**config.mk**
```make
export PLATFORM = sky130hd
export DESIGN_NAME = mul_result_wb_flat
export DESIGN_NICKNAME = d
export VERILOG_FILES = /design/src/rtl/mul_result_wb_if.sv /design/src/rtl/mul_result_wb.sv /design/src/flat_wrapper.sv
export SDC_FILE = /design/constraint.sdc
export NUM_CORES = 1
export LEC_CHECK = 0
export CORE_MARGIN = 2
export CORE_UTILIZATION = 25
export DETAILED_ROUTE_END_ITERATION = 12
export SKIP_CTS_REPAIR_TIMING = 1
export SLEW_MARGIN = 20
export SYNTH_ARGS = -nofsm -noshare
export SYNTH_HDL_FRONTEND = slang
export SYNTH_SLANG_ARGS = --single-unit
```
**constraint.sdc**
```tcl
create_clock -name clk -period 2.04 [get_ports clk]
set_clock_uncertainty 0.05 [all_clocks]
set_input_delay 0.204 -clock clk [delete_from_list [all_inputs] [get_ports clk]]
set_output_delay 0.204 -clock clk [all_outputs]
set_load 0.02 [all_outputs]
```
**src/rtl/mul_result_wb_if.sv**
```systemverilog
`default_nettype none
// ---------------------------------------------------------------------------
// mul_result_wb_if : product-input and register-file writeback handshakes
// Rev 1.0
// ---------------------------------------------------------------------------
interface mul_result_wb_if #(
   parameter int DATA_W = 64,
   parameter int ADDR_W = 5
);
   logic                  in_valid;
   logic                  in_ready;
   logic [2*DATA_W-1:0]   in_prod;
   logic                  in_ovf;
   logic [ADDR_W-1:0]     in_rd_lo;
   logic [ADDR_W-1:0]     in_rd_hi;
   logic                  in_want_hi;
   logic                  wb_valid;
   logic                  wb_ready;
   logic [ADDR_W-1:0]     wb_addr;
   logic [DATA_W-1:0]     wb_data;

   modport master (
      output in_valid, in_prod, in_ovf, in_rd_lo, in_rd_hi, in_want_hi,
      input  in_ready,
      input  wb_valid, wb_addr, wb_data,
      output wb_ready
   );

   modport slave (
      input  in_valid, in_prod, in_ovf, in_rd_lo, in_rd_hi, in_want_hi,
      output in_ready,
      output wb_valid, wb_addr, wb_data,
      input  wb_ready
   );
endinterface
`default_nettype wire

```
**src/rtl/mul_result_wb.sv**
```systemverilog
`default_nettype none
// ---------------------------------------------------------------------------
// mul_result_wb : captures a 2*DATA_W product and writes it back LO then HI
// Rev 1.0
// ---------------------------------------------------------------------------
module mul_result_wb #(
   parameter int DATA_W = 64,
   parameter int ADDR_W = 5,
   parameter int HI_EN  = 1
) (
   input  wire logic          clk,
   input  wire logic          rst_n,
   mul_result_wb_if.slave     bus,
   output logic               ovf_sticky,
   input  wire logic          ovf_clr,
   output logic               busy
);

   localparam logic c_HI_EN = (HI_EN != 0);

   typedef enum logic [1:0] {
      ST_IDLE  = 2'd0,
      ST_WB_LO = 2'd1,
      ST_WB_HI = 2'd2
   } state_t;

   state_t                r_state;
   state_t                w_state_nxt;
   logic [2*DATA_W-1:0]   r_prod;
   logic [ADDR_W-1:0]     r_rd_lo;
   logic [ADDR_W-1:0]     r_rd_hi;
   logic                  r_want_hi;
   logic                  r_ovf_sticky;
   logic                  w_last;
   logic                  w_in_ready;
   logic                  w_accept;

   // The final beat may retire and a new product load in the same cycle.
   always_comb begin
      w_last     = ((r_state == ST_WB_LO) && !r_want_hi) || (r_state == ST_WB_HI);
      w_in_ready = (r_state == ST_IDLE) || (bus.wb_ready && w_last);
      w_accept   = bus.in_valid && w_in_ready;
   end

   always_comb begin
      w_state_nxt = r_state;
      case (r_state)
         ST_IDLE: begin
            if (w_accept) w_state_nxt = ST_WB_LO;
         end
         ST_WB_LO: begin
            if (bus.wb_ready) begin
               if (r_want_hi)     w_state_nxt = ST_WB_HI;
               else if (w_accept) w_state_nxt = ST_WB_LO;
               else               w_state_nxt = ST_IDLE;
            end
         end
         ST_WB_HI: begin
            if (bus.wb_ready) begin
               if (w_accept) w_state_nxt = ST_WB_LO;
               else          w_state_nxt = ST_IDLE;
            end
         end
         default: w_state_nxt = ST_IDLE;
      endcase
   end

   always_ff @(posedge clk or negedge rst_n) begin
      if (!rst_n) begin
         r_state <= ST_IDLE;
      end else begin
         r_state <= w_state_nxt;
      end
   end

   always_ff @(posedge clk or negedge rst_n) begin
      if (!rst_n) begin
         r_prod    <= '0;
         r_rd_lo   <= '0;
         r_rd_hi   <= '0;
         r_want_hi <= 1'b0;
      end else if (w_accept) begin
         r_prod    <= bus.in_prod;
         r_rd_lo   <= bus.in_rd_lo;
         r_rd_hi   <= bus.in_rd_hi;
         r_want_hi <= bus.in_want_hi & c_HI_EN;
      end
   end

   // Set has priority over clear so an overflow is never lost.
   always_ff @(posedge clk or negedge rst_n) begin
      if (!rst_n) begin
         r_ovf_sticky <= 1'b0;
      end else if (w_accept && bus.in_ovf) begin
         r_ovf_sticky <= 1'b1;
      end else if (ovf_clr) begin
         r_ovf_sticky <= 1'b0;
      end
   end

   always_comb begin
      bus.wb_valid = 1'b0;
      bus.wb_addr  = '0;
      bus.wb_data  = '0;
      case (r_state)
         ST_WB_LO: begin
            bus.wb_valid = 1'b1;
            bus.wb_addr  = r_rd_lo;
            bus.wb_data  = r_prod[DATA_W-1:0];
         end
         ST_WB_HI: begin
            bus.wb_valid = 1'b1;
            bus.wb_addr  = r_rd_hi;
            bus.wb_data  = r_prod[2*DATA_W-1:DATA_W];
         end
         default: begin
            bus.wb_valid = 1'b0;
         end
      endcase
   end

   assign bus.in_ready = w_in_ready;
   assign ovf_sticky   = r_ovf_sticky;
   assign busy         = (r_state != ST_IDLE);

endmodule
`default_nettype wire

```
**src/flat_wrapper.sv**
```systemverilog
// flat-port wrapper written by rule: the top's interface ports become plain ports
module mul_result_wb_flat 
#(
   parameter int DATA_W = 64,
   parameter int ADDR_W = 5,
   parameter int HI_EN  = 1
)
  (clk, rst_n, ovf_sticky, ovf_clr, busy, bus_in_valid, bus_in_prod, bus_in_ovf, bus_in_rd_lo, bus_in_rd_hi, bus_in_want_hi, bus_in_ready, bus_wb_valid, bus_wb_addr, bus_wb_data, bus_wb_ready);
  mul_result_wb_if #(.DATA_W(DATA_W), .ADDR_W(ADDR_W)) bus_i ();
  input  wire logic clk;
  input  wire logic rst_n;
  output logic ovf_sticky;
  input  wire logic ovf_clr;
  output logic busy;
  input wire logic [$bits(bus_i.in_valid)-1:0] bus_in_valid;
  input wire logic [$bits(bus_i.in_prod)-1:0] bus_in_prod;
  input wire logic [$bits(bus_i.in_ovf)-1:0] bus_in_ovf;
  input wire logic [$bits(bus_i.in_rd_lo)-1:0] bus_in_rd_lo;
  input wire logic [$bits(bus_i.in_rd_hi)-1:0] bus_in_rd_hi;
  input wire logic [$bits(bus_i.in_want_hi)-1:0] bus_in_want_hi;
  output wire logic [$bits(bus_i.in_ready)-1:0] bus_in_ready;
  output wire logic [$bits(bus_i.wb_valid)-1:0] bus_wb_valid;
  output wire logic [$bits(bus_i.wb_addr)-1:0] bus_wb_addr;
  output wire logic [$bits(bus_i.wb_data)-1:0] bus_wb_data;
  input wire logic [$bits(bus_i.wb_ready)-1:0] bus_wb_ready;
  assign bus_i.in_valid = bus_in_valid;
  assign bus_i.in_prod = bus_in_prod;
  assign bus_i.in_ovf = bus_in_ovf;
  assign bus_i.in_rd_lo = bus_in_rd_lo;
  assign bus_i.in_rd_hi = bus_in_rd_hi;
  assign bus_i.in_want_hi = bus_in_want_hi;
  assign bus_in_ready = bus_i.in_ready;
  assign bus_wb_valid = bus_i.wb_valid;
  assign bus_wb_addr = bus_i.wb_addr;
  assign bus_wb_data = bus_i.wb_data;
  assign bus_i.wb_ready = bus_wb_ready;
  mul_result_wb #(.DATA_W(DATA_W), .ADDR_W(ADDR_W), .HI_EN(HI_EN)) u_core (.clk(clk), .rst_n(rst_n), .bus(bus_i), .ovf_sticky(ovf_sticky), .ovf_clr(ovf_clr), .busy(busy));
endmodule
```
======== Word-level counts from Yosys, hierarchy flattened ========
Index checks and enable logic that the tools add are counted.
operators by class
  equality and inequality tests ........... 5
  multiplexer cells ....................... 11
  reduce and logical (&&, ||, !) cells .... 12
operator list
  cell                  count
  $pmux W64 S2          1
  $pmux W5 S2           1
  $mux W2               4
  $pmux W2 S3           1
  $logic_and A1 B1 Y1   4
  $mux W1               4
  $ne A2 B2 Y1 const B  2
  $reduce_bool A2 Y1    2
  $reduce_and A3 Y1     1
  $eq A2 B1 Y1 const B  1
  $eq A2 B2 Y1 const B  1
  $logic_not A2 Y1      1
  $logic_or A1 B1 Y1    2
  $ne A2 B1 Y1 const B  1
  $reduce_or A2 Y1      1
  $logic_not A1 Y1      1
storage, ports and cells
  flip-flop bits (word level) ............. 142
  input port bits ......................... 145
  word-level logic and storage cells ...... 34

======== Logic depth before layout (Yosys ltp) ========
Gate-level depths: netlist of the first run.
  word-level depth ........................ 10
  mapped depth ............................ 9
  gate-level depth less buffers ........... 5

======== Worst setup path after synthesis of the first run ========
Ideal clock, no wire load.
  path type ............................... register to register
  start point ............................. reg u_core.r_state[0]
  end point ............................... reg u_core.r_prod[19]
  setup time .............................. 0.125 ns
  arrival ................................. 1.778 ns
  data required time ...................... 1.865 ns
  slack ................................... 0.086 ns
  cell stages (with the launch flop) ...... 9
  buffers on the path ..................... 4
  period minus slack after synthesis ...... 1.954 ns
  cell sequence ........................... dfrtp_1 -> ha_1 -> buf_6 -> nor2b_1 -> o31a_1 -> buf_2 -> buf_6 -> buf_6 -> mux2_4
on the way
  word-level cells in the longest chain between the ends .. 6
RTL lines
  item                     RTL line             text
  from (decl)              mul_result_wb.sv:27  state_t r_state;
  from (signal assigned)   mul_result_wb.sv:72  r_state <= w_state_nxt;
  $eq A2 B1 Y1             mul_result_wb.sv:40  w_last = ((r_state == ST_WB_LO) && !r_want_hi) || (r_state == ST_WB_HI);
  $logic_and A1 B1 Y1      mul_result_wb.sv:40
  $logic_or A1 B1 Y1       mul_result_wb.sv:40
  $logic_and A1 B1 Y1      mul_result_wb.sv:41  w_in_ready = (r_state == ST_IDLE) || (bus.wb_ready && w_last);
  $logic_or A1 B1 Y1 (*)   mul_result_wb.sv:41
  $logic_and A1 B1 Y1 (*)  mul_result_wb.sv:42  w_accept = bus.in_valid && w_in_ready;
  to (signal assigned)     mul_result_wb.sv:83  r_prod <= bus.in_prod;
  to (decl)                mul_result_wb.sv:29  logic [2*DATA_W-1:0] r_prod;
Mark *: on every way between the ends. The rest lies on a longest branch, timed or not.
A chain may end at the register's enable or synchronous reset.

======== Final worst setup path of the first run ========
  start point ............................. reg u_core.r_state[1]
  end point ............................... reg u_core.r_prod[97]
The elaborated chain is that of the path after synthesis.

==> results.json, run 1 <==
{
  "utilization": 0.400,
  "cp.required_ns": 2.29,
  "synth.most_common_cell": "dfrtp_1",
  "dieArea_um2": 28500,
  "coreArea_um2": 26800,
  "cts_tree": "built",
  "highest_layer": "met4",
  "die_h_um": 169,
  "wl_met2_um": 9330,
  "grt_pass1_vias": 5177,
  "critPathMaxFanout": 8,
  "antenna_found_initial": 0,
  "async_reset_ff_frac": 1.00,
  "nets": 890,
  "syn_area_um2": 6780,
  "cp_top_family": "buffers and inverters",
  "synth_fp_nets": 627,
  "gp_congestion": 0.717,
  "dp_cells": 1034,
  "drc": 0,
  "grt_setup_unrepaired": "yes",
  "finalCritPeriodShare": 1.05,
  "clk_path_buf_depth": 2,
  "worst-r2r-cell-count": 7,
  "synth_compound_area_frac": 0.0841,
  "areaGrowthSynthToFinish_pct": 58.3,
  "diodes": 0,
  "grt_max_degree": 61,
  "status": "complete, but fails checks",
  "r2r-start": "u_core.r_state[1]",
  "finalCriticalPeriod_ns": 2.15,
  "crit_path_max_incr_delay_ns": 0.43,
  "leakagePower_nw": 4.57,
  "wl_um": 20700,
  "synth.mux.area_fraction": 0.281,
  "hold_ws_ns": 0.191,
  "postLayoutCellArea_um2": 10700,
  "viasPerCell": 4.44,
  "finalSetupViolCount": 189,
  "crit_path_end_kind": "flip-flop",
  "worst_slack_ns": -0.108,
  "instances_no_fill": 1095,
  "dp_hpwl_um": 12700,
  "hold_path_class": "in2async",
  "synth-main-ff-cell": "dfrtp_1",
  "path_cells": "buf_4 > ha_4 > buf_12 > o31a_4 > buf_12 > clkbuf_16 > mux2_4",
  "ant_nets": 0,
  "r2r_slack_ns": -0.11,
  "post_drt_wl_per_cell_um": 18.9,
  "synth_fa_ha_area_frac": 0.00738,
  "syn_area_per_cell_um2": 14.2,
  "drtIter0Drc": 221,
  "violations": "negative setup slack",
  "cts_root_buf": "clkbuf_16",
  "power.total_mw": 18.0,
  "path_clk_slew_ns": 0.06,
  "slew_headroom": 0.717,
  "ys_types": 19,
  "synth_cells": 478,
  "vdd_drop_max_uv": 758,
  "htreeDepth": 4,
  "hold_viol": 0,
  "maxCapViolCount": 0,
  "wl_met1_um": 9760,
  "wl_met3_um": 1290,
  "vias": 4863,
  "ys_ff_latch": 142,
  "synthTopCellsByArea": "dfrtp_1, mux2_4, mux2_2",
  "reg2reg_to": "u_core.r_prod[97]",
  "cp.arrival_ns": 2.39,
  "cpMostUsedCell": "buf_12",
  "synth_top_family_by_area": "multiplexers",
  "worstSetupPathType": "reg2reg",
  "synth_edf_count": 0,
  "cts_buffers": 17,
  "yosysSeqAreaShare": 0.524,
  "finalSetupTns_ns": -9.91,
  "clock.fmax_ghz": 0.466,
  "cts_num_sinks": 142,
  "ys_warn_count": 0,
  "crit_buf_inv": 4,
  "start_kind": "flip-flop",
  "clk_latency_ns": 0.41,
  "yosys.area_share.simple": 0.0659,
  "preCtsSetupSlack_ns": -0.112,
  "yosysTopAreaCell": "dfrtp_1",
  "slew_viol_final": 0,
  "n_fill_cell": 2530,
  "power_density_nw_per_um2": 1680,
  "synth_xor_area_frac": 0,
  "synth_top_area_share": 0.524,
  "grt_pass1_wl_um": 29000,
  "critPathSlowestCell": "o31a_4",
  "die_w_um": 169,
  "worst_pin_slew_ns": 0.419,
  "drive_above_1_share": 0.451,
  "synth_common_cells": "dfrtp_1, mux2_4, nor2b_1, a22oi_1, mux2_2",
  "rows": 60,
  "io_buffers": 217,
  "grtUsageTotal": 0.131,
  "grt_overflow": 0,
  "firstDrtPassIters": 4,
  "ios": 218,
  "initial_core_util": 0.253,
  "placed_area_um2": 9620
}
## state kept, by name, summed over array words and instances, names as in the netlist
name               count
u_core.r_rd_lo         5
u_core.r_state         2
u_core.r_prod        128
u_core.r_want_hi       1
u_core.ovf_sticky      1
u_core.r_rd_hi         5
## routing by layer
metal / track usage / vias to the layer above
met1: 0.176 / 2421
met3: 0.0426 / 20
li1: - / 2256
met4: 0.0450 / 0
met2: 0.198 / 166
met5: 0 / -
## cell type report
cell class / instances / area [µm²] / share of cell area
clock buffers: 24 / 502 / 0.0467
multi-input cells: 292 / 3150 / 0.293
repair buffers: 283 / 2980 / 0.278
well taps: 341 / 427 / 0.0398
clock inverters: 8 / 104 / 0.00968
inverters: 5 / 18.8 / 0.00175
flip-flops and latches: 142 / 3550 / 0.331
## logic make-up (layout without fill, tap and decap cells)
group           count (synthesis)  after routing
compound gates                 76             76
simple gates                   72             72
buf+inv                        44            320
flops                         142            142
mux                           140            140
fa+ha+maj                       4              4
## where the power goes
part / switching [mW] / internal (mW)
clock network: 1.22 / 1.97
registers: 0.915 / 4.29
logic: 3.95 / 5.67
## worst max-delay path by stage
stage / slack, ns / startpoint / end / cells past startpoint
2_1_floorplan: 0.09 / u_core.r_state[0] / u_core.r_prod[19] / 8
3_3_place_gp: -0.13 / u_core.r_state[1] / bus_wb_data[49] / 6
3_5_place_dp: -0.11 / u_core.r_state[1] / bus_wb_data[49] / 6
4_1_cts: -0.59 / u_core.r_state[1] / bus_wb_data[49] / 6
5_1_grt: -0.15 / u_core.r_state[1] / u_core.r_prod[92] / 7
6_report: -0.11 / u_core.r_state[1] / u_core.r_prod[97] / 7
## cell usage in the layout, fill, tap and decap left out, drive strengths merged
cell and n:
clkdlybuf4s50 144, dfrtp 142, mux2 139, buf 106, nor2b 70, a22oi 69
clkbuf 54, inv 6, ha 4, clkinv 4, bufinv 2, dlymetal6s2s 2
o21ai 2, nand2 1, o21a 1, o31a 1, o21bai 1, a32o 1
nand3 1, mux2i 1, a22o 1, clkinvlp 1, dlygate4sd3 1
No activity file was read; power rests on OpenSTA's default activity.
==> run 2, diff against run 1 <==
ABC_CLOCK_PERIOD_IN_PS = 2040   (was default)
CORE_ASPECT_RATIO = 0.6   (was default)
SKIP_CTS_REPAIR_TIMING = default   (was 1)
==> results.json, run 2 (synthesis gave the netlist of run 1 again) <==
{
  "status": "complete, but fails checks",
  "violations": "negative setup slack",
  "cp.required_ns": 1.79,
  "grt_max_degree": 51,
  "drive_above_1_share": 0.537,
  "grt_pass1_vias": 5163,
  "io_buffers": 217,
  "cts_tree": "built",
  "antenna_found_initial": 1,
  "finalCritPeriodShare": 1.08,
  "slew_headroom": 0.633,
  "cp_top_family": "buffers and inverters",
  "ios": 218,
  "cts_buffers": 17,
  "slew_viol_final": 0,
  "cts_root_buf": "clkbuf_16",
  "cp.arrival_ns": 1.95,
  "crit_path_max_incr_delay_ns": 0.39,
  "top_register": "u_core.r_prod",
  "worst_pin_slew_ns": 0.551,
  "ant_nets": 0,
  "htreeDepth": 4,
  "finalSetupTns_ns": -6.61,
  "worst_slack_ns": -0.169,
  "gp_congestion": 0.732,
  "power_density_nw_per_um2": 1760,
  "clk_path_buf_depth": 2,
  "maxCapViolCount": 0,
  "cts_num_sinks": 142,
  "rows": 46,
  "vdd_drop_max_uv": 789,
  "crit_path_end_kind": "primary output",
  "leakagePower_nw": 4.74,
  "grt_overflow": 0,
  "vias": 4921,
  "dieArea_um2": 28500,
  "grt_pass1_wl_um": 31300,
  "hold_viol": 0,
  "crit_buf_inv": 6,
  "clk_latency_ns": 0.43,
  "drtIter0Drc": 196,
  "firstDrtPassIters": 4,
  "clock.fmax_ghz": 0.453,
  "hold_ws_ns": 0.257,
  "final_cell_mix": "clkdlybuf4s50_1, dfrtp_1, mux2_4",
  "dp_hpwl_um": 13100,
  "finalSetupViolCount": 85,
  "utilization": 0.428,
  "path_clk_slew_ns": 0.06,
  "wl_um": 21900,
  "initial_core_util": 0.256,
  "die_w_um": 217,
  "viasPerCell": 4.38,
  "grtUsageTotal": 0.146,
  "critPathSlowestCell": "dfrtp_1",
  "hold_path_class": "in2async",
  "critPathMaxFanout": 6,
  "coreArea_um2": 26500,
  "finalCriticalPeriod_ns": 2.21,
  "areaGrowthSynthToFinish_pct": 67.4,
  "die_h_um": 132,
  "final_common_cell": "clkdlybuf4s50_1",
  "grt_setup_unrepaired": "yes",
  "path_cells": "inv_2 > buf_6 > ha_4 > buf_6 > buf_12 > buf_8 > nor2b_1 > buf_4",
  "drc": 0,
  "worstSetupPathType": "reg2out",
  "largest_reg_flops": 128,
  "post_drt_wl_per_cell_um": 19.5,
  "nets": 899,
  "power.total_mw": 20.0,
  "top_regs": "u_core.r_prod: 128 flops, u_core.r_rd_hi: 5 flops, u_core.r_rd_lo: 5 flops",
  "start_kind": "flip-flop",
  "cpMostUsedCell": "buf_6"
}
-- run 2: changes by cell type in the layout (fill, tap and decap cells not counted), moves of 17 or more --
cell / before / now
buf_6: 11 / 38
nor2b_4: 0 / 21
a22oi_2: 23 / 51
clkbuf_2: 17 / 0
a22oi_1: 46 / 18
nor2b_1: 64 / 35
-- run 2: layout make-up --
type                            instances  area [µm²]
Tap cell                              360         450
Multi-Input combinational cell        292        3470
Fill cell                            2437       15200
Clock inverter                         11         189
Inverter                                5        21.3
Clock buffer                           20         457
Antenna cell                            1        2.50
Timing Repair Buffer                  292        3200
Sequential cell                       142        3550
-- run 2: routing by layer --
metal / GRT usage / part of all wire / up-vias
met1: 0.201 / 0.48 / 2468
met4: 0.0316 / 0.0058 / 0
met3: 0.0725 / 0.098 / 11
met5: 0 / 0 / -
li1: - / - / 2268
met2: 0.205 / 0.41 / 174
-- run 2: power breakdown --
part,leakage [nW],switching [mW],internal [mW]
clock,0.312,1.24,2.22
combinational,2.76,4.51,6.64
sequential,1.67,1.04,4.30
total,4.74,6.79,13.2
-- run 2: what timing repair did --
item	CTS	global route
endpoints found under the hold margin	45	0
pin swaps	3	8
resized for setup	397	123
hold buffers	1	0
gates cloned	5	8
setup buffers	20	12
endpoints found under the setup margin	183	156
-- run 2: final timing paths --
kind                                     from            endpoint  slack [ns]  cells after the start
setup / recovery            u_core.r_state[1]     bus_wb_data[22]       -0.17                      8
min in group clk               bus_in_want_hi    u_core.r_want_hi        0.33                      2
hold reg to reg            u_core.r_prod[112]  u_core.r_prod[112]        0.45                      1
setup reg to reg            u_core.r_state[1]   u_core.r_prod[95]       -0.04                      8
max in group asynchronous               rst_n   u_core.r_prod[31]        1.06                      3
hold / removal                          rst_n   u_core.r_prod[21]        0.26                      2
-- run 2: per-stage QoR --
stage	cell area [µm²]	worst slack (ns)	instances
floorplan	6780	0.0864	478
global placement	9640	-0.138	1048
detailed placement	9640	-0.145	1048
CTS	10700	-0.235	1105
global route	11300	-0.257	1122
finish	11400	-0.169	1123
